==> src/rtl/tlb_op_sequencer_pkg.sv <==
// Shared encodings and sizing for the TLB instruction sequencer and its Random counter.
package tlb_op_sequencer_pkg;

    localparam int TLB_LINE_NUM      = 32;
    localparam int LOG2_TLB_LINE_NUM = 5;

    // Index value the TLB returns when a probe finds no matching entry.
    localparam logic [31:0] TLBP_MISS = 32'h8000_0000;

    typedef enum logic [1:0] {
        OP_TLBP  = 2'b00,
        OP_TLBR  = 2'b01,
        OP_TLBWI = 2'b10,
        OP_TLBWR = 2'b11
    } tlb_op_e;

    typedef enum logic [1:0] {
        S_IDLE    = 2'b00,
        S_ISSUE   = 2'b01,
        S_CAPTURE = 2'b10,
        S_REFETCH = 2'b11
    } seq_state_e;

endpackage

==> src/rtl/tlb_op_sequencer_random_ctr.sv <==
// CP0 Random/Wired pair: Random counts down from TLB_LINE_NUM-1 to Wired and wraps,
// with a freeze input that holds the value stable while a TLBWR is being issued.
module tlb_random_ctr
    import tlb_op_sequencer_pkg::*;
(
    input  logic                         clk,
    input  logic                         rst,
    input  logic                         i_freeze,
    input  logic                         i_wired_we,
    input  logic [LOG2_TLB_LINE_NUM-1:0] i_wired_wdata,
    output logic [LOG2_TLB_LINE_NUM-1:0] o_random
);

    localparam logic [LOG2_TLB_LINE_NUM-1:0] RAND_TOP = LOG2_TLB_LINE_NUM'(TLB_LINE_NUM - 1);

    logic [LOG2_TLB_LINE_NUM-1:0] r_random;
    logic [LOG2_TLB_LINE_NUM-1:0] r_wired;

    // A Wired write restarts Random at the top even while frozen.
    always_ff @(posedge clk) begin
        if (rst) begin
            r_random <= RAND_TOP;
            r_wired  <= '0;
        end else if (i_wired_we) begin
            r_wired  <= i_wired_wdata;
            r_random <= RAND_TOP;
        end else if (!i_freeze) begin
            if (r_wired >= RAND_TOP || r_random == r_wired) begin
                r_random <= RAND_TOP;
            end else begin
                r_random <= r_random - 1'b1;
            end
        end
    end

    assign o_random = r_random;

endmodule

==> src/rtl/tlb_op_sequencer.sv <==
// Sequences TLBP/TLBR/TLBWI/TLBWR from the M stage: issue strobe, then either a CP0
// write-back of the TLB result or a refetch request after a TLB write.
module tlb_op_sequencer
    import tlb_op_sequencer_pkg::*;
(
    input  logic                         clk,
    input  logic                         rst,
    input  logic                         op_valid,
    input  logic [1:0]                   op_code,
    input  logic [31:0]                  op_pc,
    input  logic                         flush_in,
    output logic                         op_ready,
    output logic                         stall,
    output logic                         tlbp_o,
    output logic                         tlbr_o,
    output logic                         tlbwi_o,
    output logic                         tlbwr_o,
    output logic [31:0]                  random_o,
    input  logic [31:0]                  tlb_index_in,
    input  logic [31:0]                  tlb_entryhi_in,
    input  logic [31:0]                  tlb_pagemask_in,
    input  logic [31:0]                  tlb_lo0_in,
    input  logic [31:0]                  tlb_lo1_in,
    output logic                         cp0_index_we,
    output logic [31:0]                  cp0_index_wdata,
    output logic                         cp0_tlbr_we,
    output logic [31:0]                  cp0_entryhi_wdata,
    output logic [31:0]                  cp0_pagemask_wdata,
    output logic [31:0]                  cp0_lo0_wdata,
    output logic [31:0]                  cp0_lo1_wdata,
    input  logic                         wired_we,
    input  logic [LOG2_TLB_LINE_NUM-1:0] wired_wdata,
    output logic                         refetch_req,
    output logic [31:0]                  refetch_pc,
    output seq_state_e                   dbg_state
);

    seq_state_e  r_state;
    tlb_op_e     r_op;
    logic [31:0] r_pc;
    logic        r_tlbp;
    logic        r_tlbr;
    logic        r_tlbwi;
    logic        r_tlbwr;
    logic        r_index_we;
    logic        r_tlbr_we;
    logic        r_refetch;
    logic [31:0] r_index;
    logic [31:0] r_entryhi;
    logic [31:0] r_pagemask;
    logic [31:0] r_lo0;
    logic [31:0] r_lo1;
    logic [31:0] r_refetch_pc;

    logic                         w_idle;
    logic                         w_accept;
    logic                         w_freeze;
    logic [LOG2_TLB_LINE_NUM-1:0] w_random;

    assign w_idle   = (r_state == S_IDLE);
    assign w_accept = w_idle & op_valid & ~flush_in;
    assign w_freeze = (r_state == S_ISSUE) & (r_op == OP_TLBWR);

    tlb_random_ctr u_random_ctr (
        .clk          (clk),
        .rst          (rst),
        .i_freeze     (w_freeze),
        .i_wired_we   (wired_we),
        .i_wired_wdata(wired_wdata),
        .o_random     (w_random)
    );

    always_ff @(posedge clk) begin
        if (rst) begin
            r_state      <= S_IDLE;
            r_op         <= OP_TLBP;
            r_pc         <= '0;
            r_tlbp       <= 1'b0;
            r_tlbr       <= 1'b0;
            r_tlbwi      <= 1'b0;
            r_tlbwr      <= 1'b0;
            r_index_we   <= 1'b0;
            r_tlbr_we    <= 1'b0;
            r_refetch    <= 1'b0;
            r_index      <= '0;
            r_entryhi    <= '0;
            r_pagemask   <= '0;
            r_lo0        <= '0;
            r_lo1        <= '0;
            r_refetch_pc <= '0;
        end else begin
            r_tlbp     <= 1'b0;
            r_tlbr     <= 1'b0;
            r_tlbwi    <= 1'b0;
            r_tlbwr    <= 1'b0;
            r_index_we <= 1'b0;
            r_tlbr_we  <= 1'b0;
            r_refetch  <= 1'b0;
            case (r_state)
                S_IDLE: begin
                    if (w_accept) begin
                        r_op    <= tlb_op_e'(op_code);
                        r_pc    <= op_pc;
                        r_tlbp  <= (op_code == OP_TLBP);
                        r_tlbr  <= (op_code == OP_TLBR);
                        r_tlbwi <= (op_code == OP_TLBWI);
                        r_tlbwr <= (op_code == OP_TLBWR);
                        r_state <= S_ISSUE;
                    end
                end
                // The TLB answers combinationally while the strobe is high.
                S_ISSUE: begin
                    case (r_op)
                        OP_TLBP: begin
                            r_index    <= tlb_index_in;
                            r_index_we <= 1'b1;
                            r_state    <= S_CAPTURE;
                        end
                        OP_TLBR: begin
                            r_entryhi  <= tlb_entryhi_in;
                            r_pagemask <= tlb_pagemask_in;
                            r_lo0      <= tlb_lo0_in;
                            r_lo1      <= tlb_lo1_in;
                            r_tlbr_we  <= 1'b1;
                            r_state    <= S_CAPTURE;
                        end
                        default: begin
                            r_refetch    <= 1'b1;
                            r_refetch_pc <= r_pc + 32'd4;
                            r_state      <= S_REFETCH;
                        end
                    endcase
                end
                S_CAPTURE: r_state <= S_IDLE;
                S_REFETCH: r_state <= S_IDLE;
                default:   r_state <= S_IDLE;
            endcase
        end
    end

    // Pulses are masked by rst so nothing reaches the TLB or CP0 once reset is seen.
    assign tlbp_o       = r_tlbp & ~rst;
    assign tlbr_o       = r_tlbr & ~rst;
    assign tlbwi_o      = r_tlbwi & ~rst;
    assign tlbwr_o      = r_tlbwr & ~rst;
    assign cp0_index_we = r_index_we & ~rst;
    assign cp0_tlbr_we  = r_tlbr_we & ~rst;
    assign refetch_req  = r_refetch & ~rst;

    assign cp0_index_wdata    = r_index;
    assign cp0_entryhi_wdata  = r_entryhi;
    assign cp0_pagemask_wdata = r_pagemask;
    assign cp0_lo0_wdata      = r_lo0;
    assign cp0_lo1_wdata      = r_lo1;
    assign refetch_pc         = r_refetch_pc;

    assign op_ready  = w_idle & ~flush_in & ~rst;
    assign stall     = (op_valid & ~op_ready) | ~w_idle;
    assign random_o  = 32'(w_random);
    assign dbg_state = r_state;

endmodule

==> config.mk <==
export PLATFORM = sky130hd
export DESIGN_NAME = tlb_op_sequencer
export DESIGN_NICKNAME = d
export VERILOG_FILES = /design/src/rtl/tlb_op_sequencer_pkg.sv /design/src/rtl/tlb_op_sequencer_random_ctr.sv /design/src/rtl/tlb_op_sequencer.sv
export SDC_FILE = /design/constraint.sdc
export NUM_CORES = 1
export LEC_CHECK = 0
export CAP_MARGIN = 5
export CORE_AREA = 2 2 173 175
export DETAILED_ROUTE_END_ITERATION = 12
export DIE_AREA = 0 0 175 177
export PLACE_DENSITY = 0.65
export SLEW_MARGIN = 20
export SYNTH_ARGS = -nofsm -noshare
export SYNTH_HDL_FRONTEND = slang
export SYNTH_HIERARCHICAL = 1
export SYNTH_SLANG_ARGS = --single-unit
==> constraint.sdc <==
create_clock -name clk -period 6.3 [get_ports clk]
set_input_delay 1.89 -clock clk [delete_from_list [all_inputs] [get_ports clk]]
set_output_delay 1.89 -clock clk [all_outputs]
set_load 0.01 [all_outputs]
Yosys cells after proc, flatten, opt, wreduce, memory -nomap -nowiden

Index checks and enable logic that the tools add are counted.

Multiplexer cells: 7
Order comparisons: 1
Reductions and logical operators: 13
Equality and inequality tests: 10
Bitwise operators: 21
Add/sub/neg operators: 2

Operator list:

| cell                                                     | number |
|---|---|
| adder 32 x 3 -> 32 bit, second input constant            | 1 |
| bitwise AND 1 bit                                        | 13 |
| == test 2 bit, second input constant                     | 5 |
| AND reduction 2 bit                                      | 4 |
| OR reduction 2 bit                                       | 4 |
| NOT 1 bit                                                | 7 |
| == test 2 x 1 -> 1 bit, second input constant            | 3 |
| zero test 2 bit                                          | 3 |
| case mux 2 bit (3 select lines)                          | 1 |
| == test 5 bit                                            | 1 |
| greater-or-equal comparator 5 bit, second input constant | 1 |
| 2-to-1 mux 5 bit                                         | 1 |
| subtractor 5 x 1 -> 5 bit, second input constant         | 1 |
| 2-to-1 mux 1 bit                                         | 4 |
| OR reduction 3 bit                                       | 1 |
| 2-to-1 mux 2 bit                                         | 1 |
| != test 2 x 1 -> 1 bit, second input constant            | 1 |
| logical OR 1 bit                                         | 1 |
| bitwise OR 1 bit                                         | 1 |

Register bits after elaboration: 245
Input bits: 204
Output and inout port bits: 235
Word-level logic and storage cells: 72

Depth between registers and ports, before layout

Depth in word-level cells: 6
Gate-level depth with buffers: 10
Gate-level depth less buffers: 7

Hierarchy

Netlist, hierarchy kept.

Modules (own cells, without submodules):

| module           | area each (µm²) | cells each | sequential area each (µm²) | instances |
|---|---|---|---|---|
| tlb_op_sequencer | 8849.7          | 1122       | 4704.5                     | 1 |
| tlb_random_ctr   | 525.5           | 58         | 200.2                      | 1 |

Worst setup path after synthesis

Ideal clock, no wire load.

Kind: input to output
Start point: in rst
End point: out stall
Cell stages on the path: 3
Required time: 4410 ps
Buffers on the path: 1
Data arrival time: 2717 ps
Slack: 1693 ps
Cells stage by stage: clkbuf_1 -> nor4_1 -> nor2_1

Word-level cells in the longest chain between the ends: 5

RTL lines:

| element            | RTL line                | RTL |
|---|---|---|
| start, declared    | tlb_op_sequencer.sv:7   | `input logic rst,` |
| NOT 1 bit          | tlb_op_sequencer.sv:157 | `assign op_ready = w_idle & ~flush_in & ~rst;` |
| bitwise AND 1 bit  | tlb_op_sequencer.sv:157 |  |
| named net op_ready | tlb_op_sequencer.sv:12  | `output logic op_ready,` |
| NOT 1 bit          | tlb_op_sequencer.sv:158 | `assign stall = (op_valid & ~op_ready) \| ~w_idle;` |
| bitwise AND 1 bit  | tlb_op_sequencer.sv:158 |  |
| bitwise OR 1 bit   | tlb_op_sequencer.sv:158 |  |
| end, declared      | tlb_op_sequencer.sv:13  | `output logic stall,` |

The timed path passes the listed nets, and every way through them passes these cells.

Worst setup path in the final report

Start point: in rst
End point: out op_ready

Word-level cells in the longest chain between the ends: 2

RTL lines:

| element           | RTL line |
|---|---|
| NOT 1 bit         | tlb_op_sequencer.sv:157 |
| bitwise AND 1 bit | tlb_op_sequencer.sv:157 |
| end, declared     | tlb_op_sequencer.sv:12 |

Every way passes these cells.

==> impl_results.md <==
* Status: finished, final reports clean
* Worst path max stage delay at 610 ps
* Combinational family with the most area after synthesis: simple AND/OR/NAND/NOR gates
* Largest net degree at the start of global routing at between 100 and 150
* DR WL/cell at 15.9 um
* Crit-path slowest cell: clkdlybuf4s50_1
* Grt ovf at 0
* Die height at about 180 um
* Yosys cell types at 50
* Clock Sinks at about 250
* # port buffers at slightly above 400
* Cts repair resizes at 0
* PD cells at ~240 nW/um2
* I/O pin count at 439
* Proportion of synthesized area in mux cells at less than 1%
* RSZ-0062 raised after global routing: no
* Final nets at ~1700
* Minimum clock period at around 5200 ps
* Initial antenna violation count at 3
* Fin crit share at slightly above 80%
* Slew HR at between 30% and 40%
* WP data required at between 4000 and 5000 ps
* CP startpoint kind: input port
* Top FF cell, synth: dfxtp_1
* Simple-gate share of the synthesized area at 24.5%
* Worst reg2reg path depth at 6
* Power, Total at about 3.6 mW
* Arrival time worst endpoint at around 3300 ps
* Synthesized area at about 9400 um2
* Setup CP Type: input port to primary output
* Yosys warns at 6
* CTS tree: done
* Layout cells sized above 1 at ~4.1%
* Fmax at between 0.15 and 0.2 GHz
* Post-synthesis sequential area ratio at between 50% and 60%
* Leakage power at slightly below 5 nW
* Number of synthesized flops with an enable pin at 0
* Setup bufs post-CTS at 0
* Crit path capture type: primary output
* Clk buf depth at 3
* TritonCTS Buffers at 27
* Clk root buf: clkbuf_16
* Final setup viols at 0
* Die Wd at 175 um
* Reg2Reg Launch Point: dbg_state[0]
* Via-per-instance ratio at approximately 4.7
* Core footprint at between 20000 and 30000 um2
* Slew @ Worst Pin at around 1000 ps
* Hold bufs inserted after CTS at 0
* Final hold viol count at 0
* Initial Util at 32.1%
* Post-synthesis compound-gate area fraction at approximately 15%
* CP endpoint: op_ready
* Total track usage at 19.2%
* FF+latch count, synth at approximately 250
* 1st-iter DRT viols at ~460
* CP max FO at approximately 110
* Clock-pin slew on the worst setup and hold paths at 60 ps
* Max-cap violations at 0
* First-pass GRT wire length at about 48 mm
* Worst setup path start: rst
* Vias at slightly above 9000
* R2R setup slack at approximately 3600 ps
* Max IR drop VDD at 0.230 mV
* DRT Pass-1 Iters at 5
* Post-DP HPWL at 21.9 mm
* Final Max Slew Viols at 0
* H-tree depth at 1
* TNS Setup at 0 ps
* Avg Inst Size Synth at approximately 7.9 um2
* Final WL at roughly 31 mm
* P&R area growth vs syn at 55.6%
* R2R Path End: cp0_lo1_wdata[2]
* Clk_skew at between 15 and 20 ps
* Clk Latency, worst-skew pair at 540 ps
* Drc violations at 0
* Synth Instances at between 1000 and 1500
* Xor and xnor area share after synthesis at between 1.5 and 2%
* Adder-cell area share of the yosys netlist at less than 1%
* Placer congestion estimate at roughly 0.77
* Post-synth ARST share at 0%
* Worst-path cell chain: clkbuf_8, nor4_1, clkdlybuf4s50_1
* Final ANT Viol Nets at 0
* Number of global-route vias before repair at roughly 8800
* Hold Crit Class: register to register
* Std cell rows at 63
* Die area at between 30000 and 40000 um2
* Hold slack at about 450 ps
placed cells by master, fill, tap and decap left out, types with 12 or more instances in the layout:
master / netlist / layout
nand2_1: 410 / 410
clkdlybuf4s50_1: 0 / 410
dfxtp_1: 245 / 245
a21oi_1: 199 / 199
nor2_1: 45 / 45
conb_1: 1 / 27
clkbuf_16: 0 / 27
a211oi_1: 14 / 14
or4_1: 12 / 12
a311oi_1: 12 / 12
state kept, by name (all words and copies together) (netlist names), 2 cells and up:
name,flops
cp0_entryhi_wdata,32
cp0_index_wdata,32
cp0_lo0_wdata,32
cp0_lo1_wdata,32
cp0_pagemask_wdata,32
dbg_state,2
r_op,2
r_pc,32
refetch_pc,32
u_random_ctr/o_random,5
u_random_ctr/r_wired,5
layer usage:
metal / vias up / GRT usage (%) / share of wire (%)
li1: 4606 / - / -
met1: 4207 / 23.8 / 42
met2: 304 / 31.5 / 48
met3: 50 / 6.06 / 8.3
met4: 0 / 6.74 / 2.4
met5: - / 0 / 0
cell usage after synthesis, types with 2 or more instances:
cell type,count,area (um2)
nand2_1,410,1540
dfxtp_1,245,4900
a21oi_1,199,996
clkbuf_1,79,297
nor2_1,45,169
buf_4,27,203
a211oi_1,14,105
a311oi_1,12,105
or4_1,12,90.1
nand3_1,11,55.1
xnor2_1,11,96.3
o31ai_1,10,75.1
inv_1,7,26.3
nand4_1,7,43.8
nor2b_1,7,43.8
or3_1,7,43.8
xor2_1,7,61.3
nor3_1,6,30.0
nor4_1,6,37.5
and4_1,5,43.8
buf_1,5,18.8
mux2i_1,5,50.1
and2_1,3,18.8
and3_1,3,18.8
nand3b_1,3,22.5
nor3b_1,3,22.5
nor4b_1,3,26.3
o21ai_1,3,15.0
ha_1,2,25.0
nand4_2,2,25.0
o21ai_0,2,10.0
stage by stage:
| stage | setup WS, ps | std cells | utilization [%] | cell area (um2) |
|---|---|---|---|---|
| 6_report | 1110 | 1958 | 49.9 | 14600 |
| 2_1_floorplan | 1690 | 1206 | - | 9470 |
| 3_5_place_dp | 1070 | 1904 | 46.6 | 13600 |
| 5_1_grt | 1010 | 1957 | 49.9 | 14600 |
| 4_1_cts | 1070 | 1954 | 49.9 | 14600 |
| 3_3_place_gp | 1050 | 1904 | 46.6 | 13600 |
how the worst min path moves through the flow:
stage                  startpoint                  to  cells past startpoint  slack, ps
4_1_cts         cp0_lo0_wdata[16]   cp0_lo0_wdata[16]                      2        450
3_5_place_dp     cp0_lo1_wdata[0]    cp0_lo1_wdata[0]                      2        450
5_1_grt        cp0_index_wdata[8]  cp0_index_wdata[8]                      2        470
3_3_place_gp     cp0_lo0_wdata[2]    cp0_lo0_wdata[2]                      2        440
2_1_floorplan             r_pc[0]       refetch_pc[0]                      2        430
6_report         cp0_lo1_wdata[3]    cp0_lo1_wdata[3]                      2        450
area by class of cell:
cell class | count | area, um2
fillers | 2849 | 14700
multi-input cells | 842 | 4030
clock buffers | 39 | 781
well taps | 390 | 488
inverters | 7 | 26.3
diodes | 4 | 10.0
flip-flops and latches | 245 | 4900
repair buffers | 420 | 4190
clock inverters | 11 | 163
power by group:
part / internal [mW] / leakage, nW / switching, mW
Sequential: 1.58 / 1.98 / 0.0252
Clock: 1.02 / 0.468 / 0.649
Combinational: 0.164 / 2.44 / 0.113
critical path: cells and delay by family:
family        cells  cell delay (ps)
buf+inv           2              970
simple gates      1              430
cells by family after synthesis:
logic type	count (synthesis)
fa+ha+maj	2
compound gates	249
xor+xnor	18
simple gates	541
flops	245
mux	5
buf+inv	119
other cells	1
Note: power is estimated with default switching activity, not from simulation.
